## src/rtl/weight_buffer_pingpong_ctrl.sv

```systemverilog
// Ping-pong weight buffer sequencer: a loader fills one half from DDR beats while
// a reader streams the other half to the PE array, interlocked by per-half full flags.
module weight_buffer_pingpong_ctrl #(
    parameter int WRITE_WIDTH    = 8,
    parameter int ADDR_WIDTH     = 8,
    parameter int READ_LATENCY_B = 1
) (
    input  logic                   clk,
    input  logic                   reset,
    input  logic                   ld_start,
    input  logic [ADDR_WIDTH-1:0]  ld_num_words,
    input  logic                   ld_data_valid,
    input  logic [WRITE_WIDTH-1:0] ld_data,
    output logic                   ld_data_ready,
    output logic                   ld_done,
    input  logic                   rd_start,
    input  logic [ADDR_WIDTH-1:0]  rd_num_words,
    input  logic                   rd_stall,
    output logic                   rd_data_valid,
    output logic                   rd_data_last,
    output logic                   rd_done,
    output logic                   bs_write_req,
    output logic [ADDR_WIDTH-1:0]  bs_write_addr,
    output logic [WRITE_WIDTH-1:0] bs_write_data,
    output logic                   bs_read_req,
    output logic [ADDR_WIDTH-1:0]  bs_read_addr,
    output logic [1:0]             half_full
);

    localparam int HALF_AW = ADDR_WIDTH - 1;

    typedef enum logic [1:0] {
        LD_IDLE,
        LD_WAIT,
        LD_LOAD
    } ld_state_t;

    typedef enum logic [1:0] {
        RD_IDLE,
        RD_WAIT,
        RD_READ,
        RD_DRAIN
    } rd_state_t;

    ld_state_t                   ld_state, ld_state_nxt;
    logic      [HALF_AW-1:0]     ld_cnt;
    logic      [ADDR_WIDTH-1:0]  ld_last;
    logic                        wr_half;
    logic                        ld_done_q;
    logic                        ld_go;
    logic                        ld_accept;
    logic                        ld_final;

    rd_state_t                   rd_state, rd_state_nxt;
    logic      [HALF_AW-1:0]     rd_cnt;
    logic      [ADDR_WIDTH-1:0]  rd_last;
    logic                        rd_half;
    logic                        rd_done_q;
    logic                        rd_go;
    logic                        rd_issue;
    logic                        rd_issue_last;
    logic                        rd_release;
    logic [READ_LATENCY_B-1:0]   vld_sr;
    logic [READ_LATENCY_B-1:0]   last_sr;

    logic [1:0]                  half_full_q;
    logic [1:0]                  hf_set;
    logic [1:0]                  hf_clr;

    // ---------------- loader ----------------
    assign ld_go = (ld_state == LD_IDLE) && ld_start && (ld_num_words != '0);

    always_comb begin
        ld_state_nxt  = ld_state;
        ld_data_ready = 1'b0;
        ld_accept     = 1'b0;
        ld_final      = 1'b0;
        case (ld_state)
            LD_IDLE: begin
                if (ld_go) ld_state_nxt = LD_WAIT;
            end
            LD_WAIT: begin
                if (!half_full_q[wr_half]) ld_state_nxt = LD_LOAD;
            end
            LD_LOAD: begin
                ld_data_ready = 1'b1;
                ld_accept     = ld_data_valid;
                if (ld_data_valid && (ADDR_WIDTH'(ld_cnt) == ld_last)) begin
                    ld_final     = 1'b1;
                    ld_state_nxt = LD_IDLE;
                end
            end
            default: ld_state_nxt = LD_IDLE;
        endcase
    end

    always_ff @(posedge clk) begin
        if (reset) begin
            ld_state  <= LD_IDLE;
            ld_cnt    <= '0;
            ld_last   <= '0;
            wr_half   <= 1'b0;
            ld_done_q <= 1'b0;
        end else begin
            ld_state  <= ld_state_nxt;
            ld_done_q <= ld_final;
            if (ld_go) begin
                ld_last <= ld_num_words - ADDR_WIDTH'(1);
                ld_cnt  <= '0;
            end
            if (ld_accept) begin
                ld_cnt <= ld_final ? '0 : ld_cnt + HALF_AW'(1);
                if (ld_final) wr_half <= ~wr_half;
            end
        end
    end

    assign bs_write_req  = ld_accept;
    assign bs_write_addr = ld_accept ? {wr_half, ld_cnt} : '0;
    assign bs_write_data = ld_accept ? ld_data : '0;
    assign ld_done       = ld_done_q;

    // ---------------- reader ----------------
    assign rd_go = (rd_state == RD_IDLE) && rd_start && (rd_num_words != '0);

    always_comb begin
        rd_state_nxt  = rd_state;
        rd_issue      = 1'b0;
        rd_issue_last = 1'b0;
        rd_release    = 1'b0;
        case (rd_state)
            RD_IDLE: begin
                if (rd_go) rd_state_nxt = RD_WAIT;
            end
            RD_WAIT: begin
                if (half_full_q[rd_half]) rd_state_nxt = RD_READ;
            end
            RD_READ: begin
                if (!rd_stall) begin
                    rd_issue = 1'b1;
                    if (ADDR_WIDTH'(rd_cnt) == rd_last) begin
                        rd_issue_last = 1'b1;
                        rd_state_nxt  = RD_DRAIN;
                    end
                end
            end
            RD_DRAIN: begin
                // Leave once the final word's valid emerges from the latency pipe.
                if (last_sr[READ_LATENCY_B-1]) begin
                    rd_release   = 1'b1;
                    rd_state_nxt = RD_IDLE;
                end
            end
            default: rd_state_nxt = RD_IDLE;
        endcase
    end

    always_ff @(posedge clk) begin
        if (reset) begin
            rd_state  <= RD_IDLE;
            rd_cnt    <= '0;
            rd_last   <= '0;
            rd_half   <= 1'b0;
            rd_done_q <= 1'b0;
            vld_sr    <= '0;
            last_sr   <= '0;
        end else begin
            rd_state  <= rd_state_nxt;
            rd_done_q <= rd_release;
            if (rd_go) begin
                rd_last <= rd_num_words - ADDR_WIDTH'(1);
                rd_cnt  <= '0;
            end
            if (rd_issue) rd_cnt <= rd_issue_last ? '0 : rd_cnt + HALF_AW'(1);
            if (rd_release) rd_half <= ~rd_half;
            vld_sr[0]  <= rd_issue;
            last_sr[0] <= rd_issue_last;
            for (int unsigned i = 1; i < READ_LATENCY_B; i++) begin
                vld_sr[i]  <= vld_sr[i-1];
                last_sr[i] <= last_sr[i-1];
            end
        end
    end

    assign bs_read_req   = rd_issue;
    assign bs_read_addr  = rd_issue ? {rd_half, rd_cnt} : '0;
    assign rd_data_valid = vld_sr[READ_LATENCY_B-1];
    assign rd_data_last  = last_sr[READ_LATENCY_B-1];
    assign rd_done       = rd_done_q;

    // ---------------- half flags ----------------
    // Set and clear always address different halves, so both apply together.
    always_comb begin
        hf_set          = '0;
        hf_clr          = '0;
        hf_set[wr_half] = ld_final;
        hf_clr[rd_half] = rd_release;
    end

    always_ff @(posedge clk) begin
        if (reset) begin
            half_full_q <= '0;
        end else begin
            half_full_q <= (half_full_q | hf_set) & ~hf_clr;
        end
    end

    assign half_full = half_full_q;

endmodule

```

## config.mk

```make
export PLATFORM = sky130hd
export DESIGN_NAME = weight_buffer_pingpong_ctrl
export DESIGN_NICKNAME = d
export VERILOG_FILES = /design/src/rtl/weight_buffer_pingpong_ctrl.sv
export SDC_FILE = /design/constraint.sdc
export NUM_CORES = 1
export LEC_CHECK = 0
export ABC_AREA = 0
export ABC_CLOCK_PERIOD_IN_PS = 2620
export CAP_MARGIN = 40
export CORE_ASPECT_RATIO = 0.5
export CORE_MARGIN = 2
export CORE_UTILIZATION = 50
export DETAILED_ROUTE_END_ITERATION = 10
export GPL_TIMING_DRIVEN = 0
export PLACE_DENSITY = 0.92
export SETUP_SLACK_MARGIN = 0.5
export SLEW_MARGIN = 20
export SYNTH_ARGS = -nofsm -noshare
export SYNTH_HDL_FRONTEND = slang
export SYNTH_SLANG_ARGS = --single-unit
```

## constraint.sdc

```tcl
create_clock -name clk -period 2.62 [get_ports clk]
set_input_delay 0.786 -clock clk [delete_from_list [all_inputs] [get_ports clk]]
set_output_delay 0.786 -clock clk [all_outputs]
set_load 0.01 [all_outputs]
```

==> impl_metrics.env, run 1 <==
export IMPL_run_status="finished clean"
export IMPL_ys_seq_area_share_pct=32.8
export IMPL_clk_latency_ps=300
export IMPL_yosysTopAreaCell="dfxtp_1"
export IMPL_dr_pass1_iters=5
export IMPL_synth_area_um2=2570
export IMPL_cap_violations=0
export IMPL_synthCells=311
export IMPL_track_usage_pct=27.2
export IMPL_grt_start_max_net_pins=13
export IMPL_drv_slew=0
export IMPL_crit_type="primary input to output pin"
export IMPL_min_path_type="flip-flop to flip-flop"
export IMPL_start_util_pct=52.0
export IMPL_ys_flop_type="dfxtp_1"
export IMPL_yosysMostFrequentCell="dfxtp_1"
export IMPL_drive_above_1_share_pct=33.8
export IMPL_synth_edf_count=0
export IMPL_via_per_inst=5.93
export IMPL_final_nets=451
export IMPL_relSlewSlack_pct=63.0
export IMPL_final_cells=481
export IMPL_post_place_cells=443
export IMPL_crit_chain="buf_6 -> nand2b_4 -> inv_6 -> buf_8 -> and2_4 -> buf_6"
export IMPL_ant_nets=0
export IMPL_grt_first_pass_wirelength_um=12200
export IMPL_rsz0062_at_grt="true"
export IMPL_routed_wl_um=8370
export IMPL_die_y_um=54.7
export IMPL_synth_top_area_share_pct=32.8
export IMPL_dieWidth_um=105
export IMPL_yosys_register_bits=42
export IMPL_grt_remaining_overflow=0
export IMPL_syn_avg_cell_area_um2=8.25
export IMPL_cellPowerDensity_nw_per_um2=543
export IMPL_antenna_found_initial=0
export IMPL_cp_required_ps=1830
export IMPL_post_drt_wl_per_cell_um=17.4
export IMPL_fp_dieArea_um2=5760
export IMPL_root_buffer="clkbuf_8"
export IMPL_end_kind="output pin"
export IMPL_port_buffers=62
export IMPL_clock_sinks=42
export IMPL_drc_errors=0
export IMPL_crit_path_top_delay_cell="nand2b_4"
export IMPL_totalPowerFinal_uw=2050
export IMPL_clk_path_buf_depth=2
export IMPL_first_global_vias=2613
export IMPL_leakagePower_uw=0.00164
export IMPL_synth_area_leaders="dfxtp_1 33%, nor2_1 5.4%, ha_1 5.4%"
export IMPL_gp_congestion=0.911
export IMPL_htree_levels=2
export IMPL_tightest_slew_ps=549
export IMPL_antenna_cells=0
export IMPL_cts_tree="yes"
export IMPL_finalCritPeriodShare_pct=85.2
export IMPL_drt_iter0_drc=146
export IMPL_critPathArrivalTime_ps=1450
export IMPL_fin_util_pct=76.6
export IMPL_critPathMaxFanout=5
export IMPL_clk_pin_slew_ps=80
export IMPL_area_growth_pct=47.2
export IMPL_cts_buffers=5
export IMPL_cp_slowest_stage_delay_ps=150
export IMPL_yosys_top_cells_count="42 x dfxtp_1, 37 x nor2_1, 26 x nand2_1"
export IMPL_setup_viol=0
export IMPL_finalHoldViolCount=0
export IMPL_period_minus_slack_ps=2230
export IMPL_skew_ps=3.11
export IMPL_ir_drop_mv=0.356
export IMPL_synth_nets=352
export IMPL_async_flop_share_pct=0
export IMPL_startpoint_type="primary input"
export IMPL_fmax_mhz=448
export IMPL_ys_types=46
export IMPL_fillers=330
export IMPL_path_common_cell="buf_6"
export IMPL_vias=2851
export IMPL_rows=18
export IMPL_hpwl_um=4960
export IMPL_ys_warnings_count=0
export IMPL_design_core_area_um2=4930
export IMPL_io_pins=63
-- final cells by class --
type | instances | area (um2) | area share [%]
tap | 70 | 87.6 | 2.32
clock buffer | 7 | 86.3 | 2.29
buffer | 19 | 214 | 5.66
sequential | 42 | 846 | 22.4
multi-input combinational | 240 | 1700 | 44.9
inverter | 10 | 45.0 | 1.19
clock inverter | 1 | 5.00 | 0.132
timing repair buffer | 92 | 798 | 21.1
-- final timing paths --
| kind | from | to | slack, ps | cells past startpoint |
|---|---|---|---|---|
| worst max-delay path | rd_stall | bs_read_addr[0] | 390 | 6 |
| worst min-delay path | rd_last[4] | rd_last[4] | 510 | 2 |
| worst max register to register | rd_cnt[5] | rd_state[1] | 670 | 6 |
| worst min register to register | rd_last[4] | rd_last[4] | 510 | 2 |
-- worst max-delay path, delay by kind of cell --
family / cells / cell delay (ps)
buf+inv: 4 / 360
simple gates: 2 / 290
-- repair_timing --
action | CTS | global route
pin swaps | 13 | 5
buffers inserted | 13 | 11
hold buffers | 0 | 0
endpoints found under the setup margin | 65 | 57
gates resized for setup | 189 | 37
cloned | 5 | 1
-- cells in the final DEF (no fill, tap or decap), types with 5 or more instances in the layout --
master,instances
nand2_1,26
a31oi_1,10
clkbuf_8,9
a211oi_1,7
nand2b_1,8
clkdlybuf4s50_1,14
and2_4,8
nor3_1,7
nor4_1,5
and3_1,8
and3_2,5
a21oi_1,5
o21ai_0,8
nand4_1,6
nand3_1,14
dlygate4sd2_1,15
inv_1,6
buf_4,24
ha_1,9
buf_6,19
clkbuf_2,6
xor2_1,14
nor2_1,35
xnor2_1,10
dfxtp_1,38
a211oi_2,9
buf_2,17
buf_8,6
-- per-stage QoR --
| step | setup WS, ps | instance area (um2) | setup TNS, ps | hold WS [ps] |
|---|---|---|---|---|
| after global placement | -742 | 3310 | -15960 | 494 |
| after detailed placement | -746 | 3310 | -17890 | 506 |
| final | 388 | 3780 | 0 | 513 |
| after floorplan | 513 | 2610 | 0 | 478 |
| after global routing | 368 | 3780 | 0 | 540 |
| after CTS | 375 | 3610 | 0 | 517 |
-- metal layers --
layer  wire length, um  global-route usage, %  vias to the layer above
met5                 0                      0                        -
met4               244                   12.2                        0
met3               661                   5.83                       34
met2              4250                   54.8                      165
met1              3220                   28.7                     1358
li1                  -                      -                     1294
-- report_power, final --
group / leakage (uW) / internal [uW] / switching (uW)
registers: 0.000344 / 711 / 61.2
logic: 0.00125 / 399 / 429
clock network: 0.0000482 / 213 / 238
-- cell families after synthesis --
group / count (synthesis) / synth area share, %
buf+inv: 29 / 6.53
xor+xnor: 24 / 8.19
compound gates: 53 / 15.5
mux: 1 / 0.390
simple gates: 151 / 31.3
fa+ha+maj: 11 / 5.36
flops: 42 / 32.8
-- flip-flops by register name (all words and copies together) (netlist names) --
signal	cells
half_full	2
ld_cnt	7
ld_done	1
ld_last	8
ld_state	2
rd_cnt	7
rd_data_last	1
rd_data_valid	1
rd_done	1
rd_half	1
rd_last	8
rd_state	2
wr_half	1
(Power assumes the default switching activity.)
==> inputs of run 2 (changes only) <==
--- a/config.mk
+++ b/config.mk
@@ -10,10 +10,11 @@
 export CAP_MARGIN = 40
 export CORE_ASPECT_RATIO = 0.5
 export CORE_MARGIN = 2
-export CORE_UTILIZATION = 50
+export CORE_UTILIZATION = 45
+export CTS_CLUSTER_DIAMETER = 30
 export DETAILED_ROUTE_END_ITERATION = 10
 export GPL_TIMING_DRIVEN = 0
-export PLACE_DENSITY = 0.92
+export PLACE_DENSITY = 0.85
 export SETUP_SLACK_MARGIN = 0.5
 export SLEW_MARGIN = 20
 export SYNTH_ARGS = -nofsm -noshare
==> run 2 against run 1 <==
- register-to-register slack hardly changed
- worst setup slack worse by 25 ps
- clock skew is 2.9 ps higher
- total power is 18% higher
- critical path depth stayed put
- clock power is 83% higher
- core utilization is 5.2 points lower
- maximum frequency is 1.1% lower
- non-clock buffer count is 7 lower
- die area is 10% higher
- global-route usage is 2.9 points lower
- worst hold slack better by 1.8 ps
- critical endpoint is now bs_read_addr[1]
- highest routed layer unchanged
==> impl_metrics.env, run 2 (synthesis gave the netlist of run 1 again) <==
export IMPL_critPathArrivalTime_ps=1470
export IMPL_htree_levels=2
export IMPL_drive_above_1_share_pct=33.2
export IMPL_clk_pin_slew_ps=70
export IMPL_seq_area_um2=845
export IMPL_die_y_um=57.4
export IMPL_fp_dieArea_um2=6360
export IMPL_dp_slack_ps=-754
export IMPL_p_clk_share_pct=34.1
export IMPL_antenna_found_initial=0
export IMPL_placed_area_um2=3320
export IMPL_grt_first_pass_wirelength_um=12500
export IMPL_p_switching_uw=769
export IMPL_area_growth_pct=52.9
export IMPL_fin_hold_ws_ps=515
export IMPL_first_global_vias=2700
export IMPL_port_buffers=62
export IMPL_run_status="finished clean"
export IMPL_cellPowerDensity_nw_per_um2=619
export IMPL_end_kind="output pin"
export IMPL_grt_remaining_overflow=0
export IMPL_crit_path_start="rd_stall"
export IMPL_worstSetupEndpoint="bs_read_addr[1]"
export IMPL_largest_registers="ld_last (8), rd_last (8)"
export IMPL_cap_violations=0
export IMPL_clk_path_buf_depth=2
export IMPL_ff2ff_setup_slack_ps=670
export IMPL_via_per_inst=5.79
export IMPL_cp_required_ps=1830
export IMPL_grt_start_max_net_pins=15
export IMPL_finalHoldViolCount=0
export IMPL_dieWidth_um=111
export IMPL_layout_commonest_cell="dfxtp_1"
export IMPL_tns_ps=0
export IMPL_switching_share_pct=31.7
export IMPL_rr_worst_depth=6
export IMPL_cts_buffers=5
export IMPL_r2r_end="rd_state[1]"
export IMPL_drv_slew=0
export IMPL_relSlewSlack_pct=68.8
export IMPL_multi_input_area_um2=1720
export IMPL_rsz0062_at_grt="true"
export IMPL_totalPowerFinal_uw=2430
export IMPL_drt_iter0_drc=117
export IMPL_rows=19
export IMPL_setup_viol=0
export IMPL_critPathMaxFanout=5
export IMPL_p_comb_share_pct=34.1
export IMPL_design_core_area_um2=5490
export IMPL_design_area_um2=3920
export IMPL_dr_pass1_iters=5
export IMPL_hpwl_um=4930
export IMPL_fillers=378
export IMPL_finalCritPeriodShare_pct=86.1
export IMPL_antenna_cells=0
export IMPL_seqPwrFrac_pct=31.8
export IMPL_final_cell_mix="39 x dfxtp_1, 34 x nor2_1, 26 x buf_6"
export IMPL_clock_sinks=42
export IMPL_vias=2761
export IMPL_p_int_uw=1660
export IMPL_setup_slack_ps=363
export IMPL_skew_ps=6.03
export IMPL_hold_start="rd_last[7]"
export IMPL_gp_congestion=0.842
export IMPL_min_path_type="flip-flop to flip-flop"
export IMPL_period_minus_slack_ps=2260
export IMPL_ant_nets=0
export IMPL_fmax_mhz=443
export IMPL_startpoint_type="primary input"
export IMPL_start_util_pct=46.7
export IMPL_ir_drop_mv=0.352
export IMPL_root_buffer="clkbuf_16"
export IMPL_final_nets=444
export IMPL_r2r_start="rd_cnt[5]"
export IMPL_worstHoldPathCells=2
export IMPL_leakagePower_uw=0.00165
export IMPL_post_drt_wl_per_cell_um=17.6
export IMPL_cts_tree="yes"
export IMPL_crit_type="primary input to output pin"
export IMPL_clk_latency_ps=290
export IMPL_io_pins=63
export IMPL_track_usage_pct=24.3
export IMPL_tightest_slew_ps=464
export IMPL_drc_errors=0
export IMPL_routed_wl_um=8410
-- run 2: final cells by class --
cell class	instances	area share (%)
Clock buffer	5	3.19
Buffer	19	5.45
Clock inverter	3	1.75
Sequential cell	42	21.5
Inverter	10	1.15
Multi-Input combinational cell	240	44.0
Timing Repair Buffer	85	20.6
Tap cell	73	2.33
-- run 2: worst min path at each step --
| stage | endpoint | slack (ps) |
|---|---|---|
| final | rd_last[7] | 510 |
| after global routing | rd_last[7] | 530 |
| after CTS | rd_state[0] | 510 |
| after detailed placement | half_full[1] | 500 |
| after global placement | rd_last[7] | 490 |
| after floorplan | rd_last[7] | 480 |
-- run 2: metrics by stage --
stage / std cells / utilization [%]
after floorplan: 311 / -
after global placement: 446 / 60.4
after detailed placement: 446 / 60.4
after CTS: 468 / 67.9
after global routing: 477 / 71.4
final: 477 / 71.4
-- run 2: what timing repair did --
action                                  4_1_cts  5_1_grt
gates cloned                                  4        1
endpoints found under the hold margin         0        0
pin swaps                                    18       11
hold buffers                                  0        0
resized for setup                           202       31
endpoints found under the setup margin       65       54
setup buffers                                10        8
-- run 2: layer usage --
layer	vias to the layer above	global-route usage, %	wire [um]
met5	-	0	0
met3	31	5.21	495
met1	1314	28.1	3340
met4	0	11.6	259
li1	1285	-	-
met2	131	44.2	4310
-- run 2: power groups by stage --
stage	sequential, uW	combinational [uW]	clock [uW]
after detailed placement	776	583	0
after global placement	772	558	0
final	773	828	827
after floorplan	764	417	0
after global routing	783	883	855
after CTS	768	713	821
-- run 2: worst max-delay path, cell delays in order --
cell      delay (ps)
buf_6             90
nand2b_4         160
inv_6             90
buf_8            110
and2_4           140
buf_6             90
==> inputs of run 3 (changes only) <==
--- a/config.mk
+++ b/config.mk
@@ -7,7 +7,7 @@
 export LEC_CHECK = 0
 export ABC_AREA = 0
 export ABC_CLOCK_PERIOD_IN_PS = 2620
-export CAP_MARGIN = 40
+export CAP_MARGIN = 25
 export CORE_ASPECT_RATIO = 0.5
 export CORE_MARGIN = 2
 export CORE_UTILIZATION = 45
==> results of run 3 <==
Final layout, timing and power as in run 2 (identical DEF).
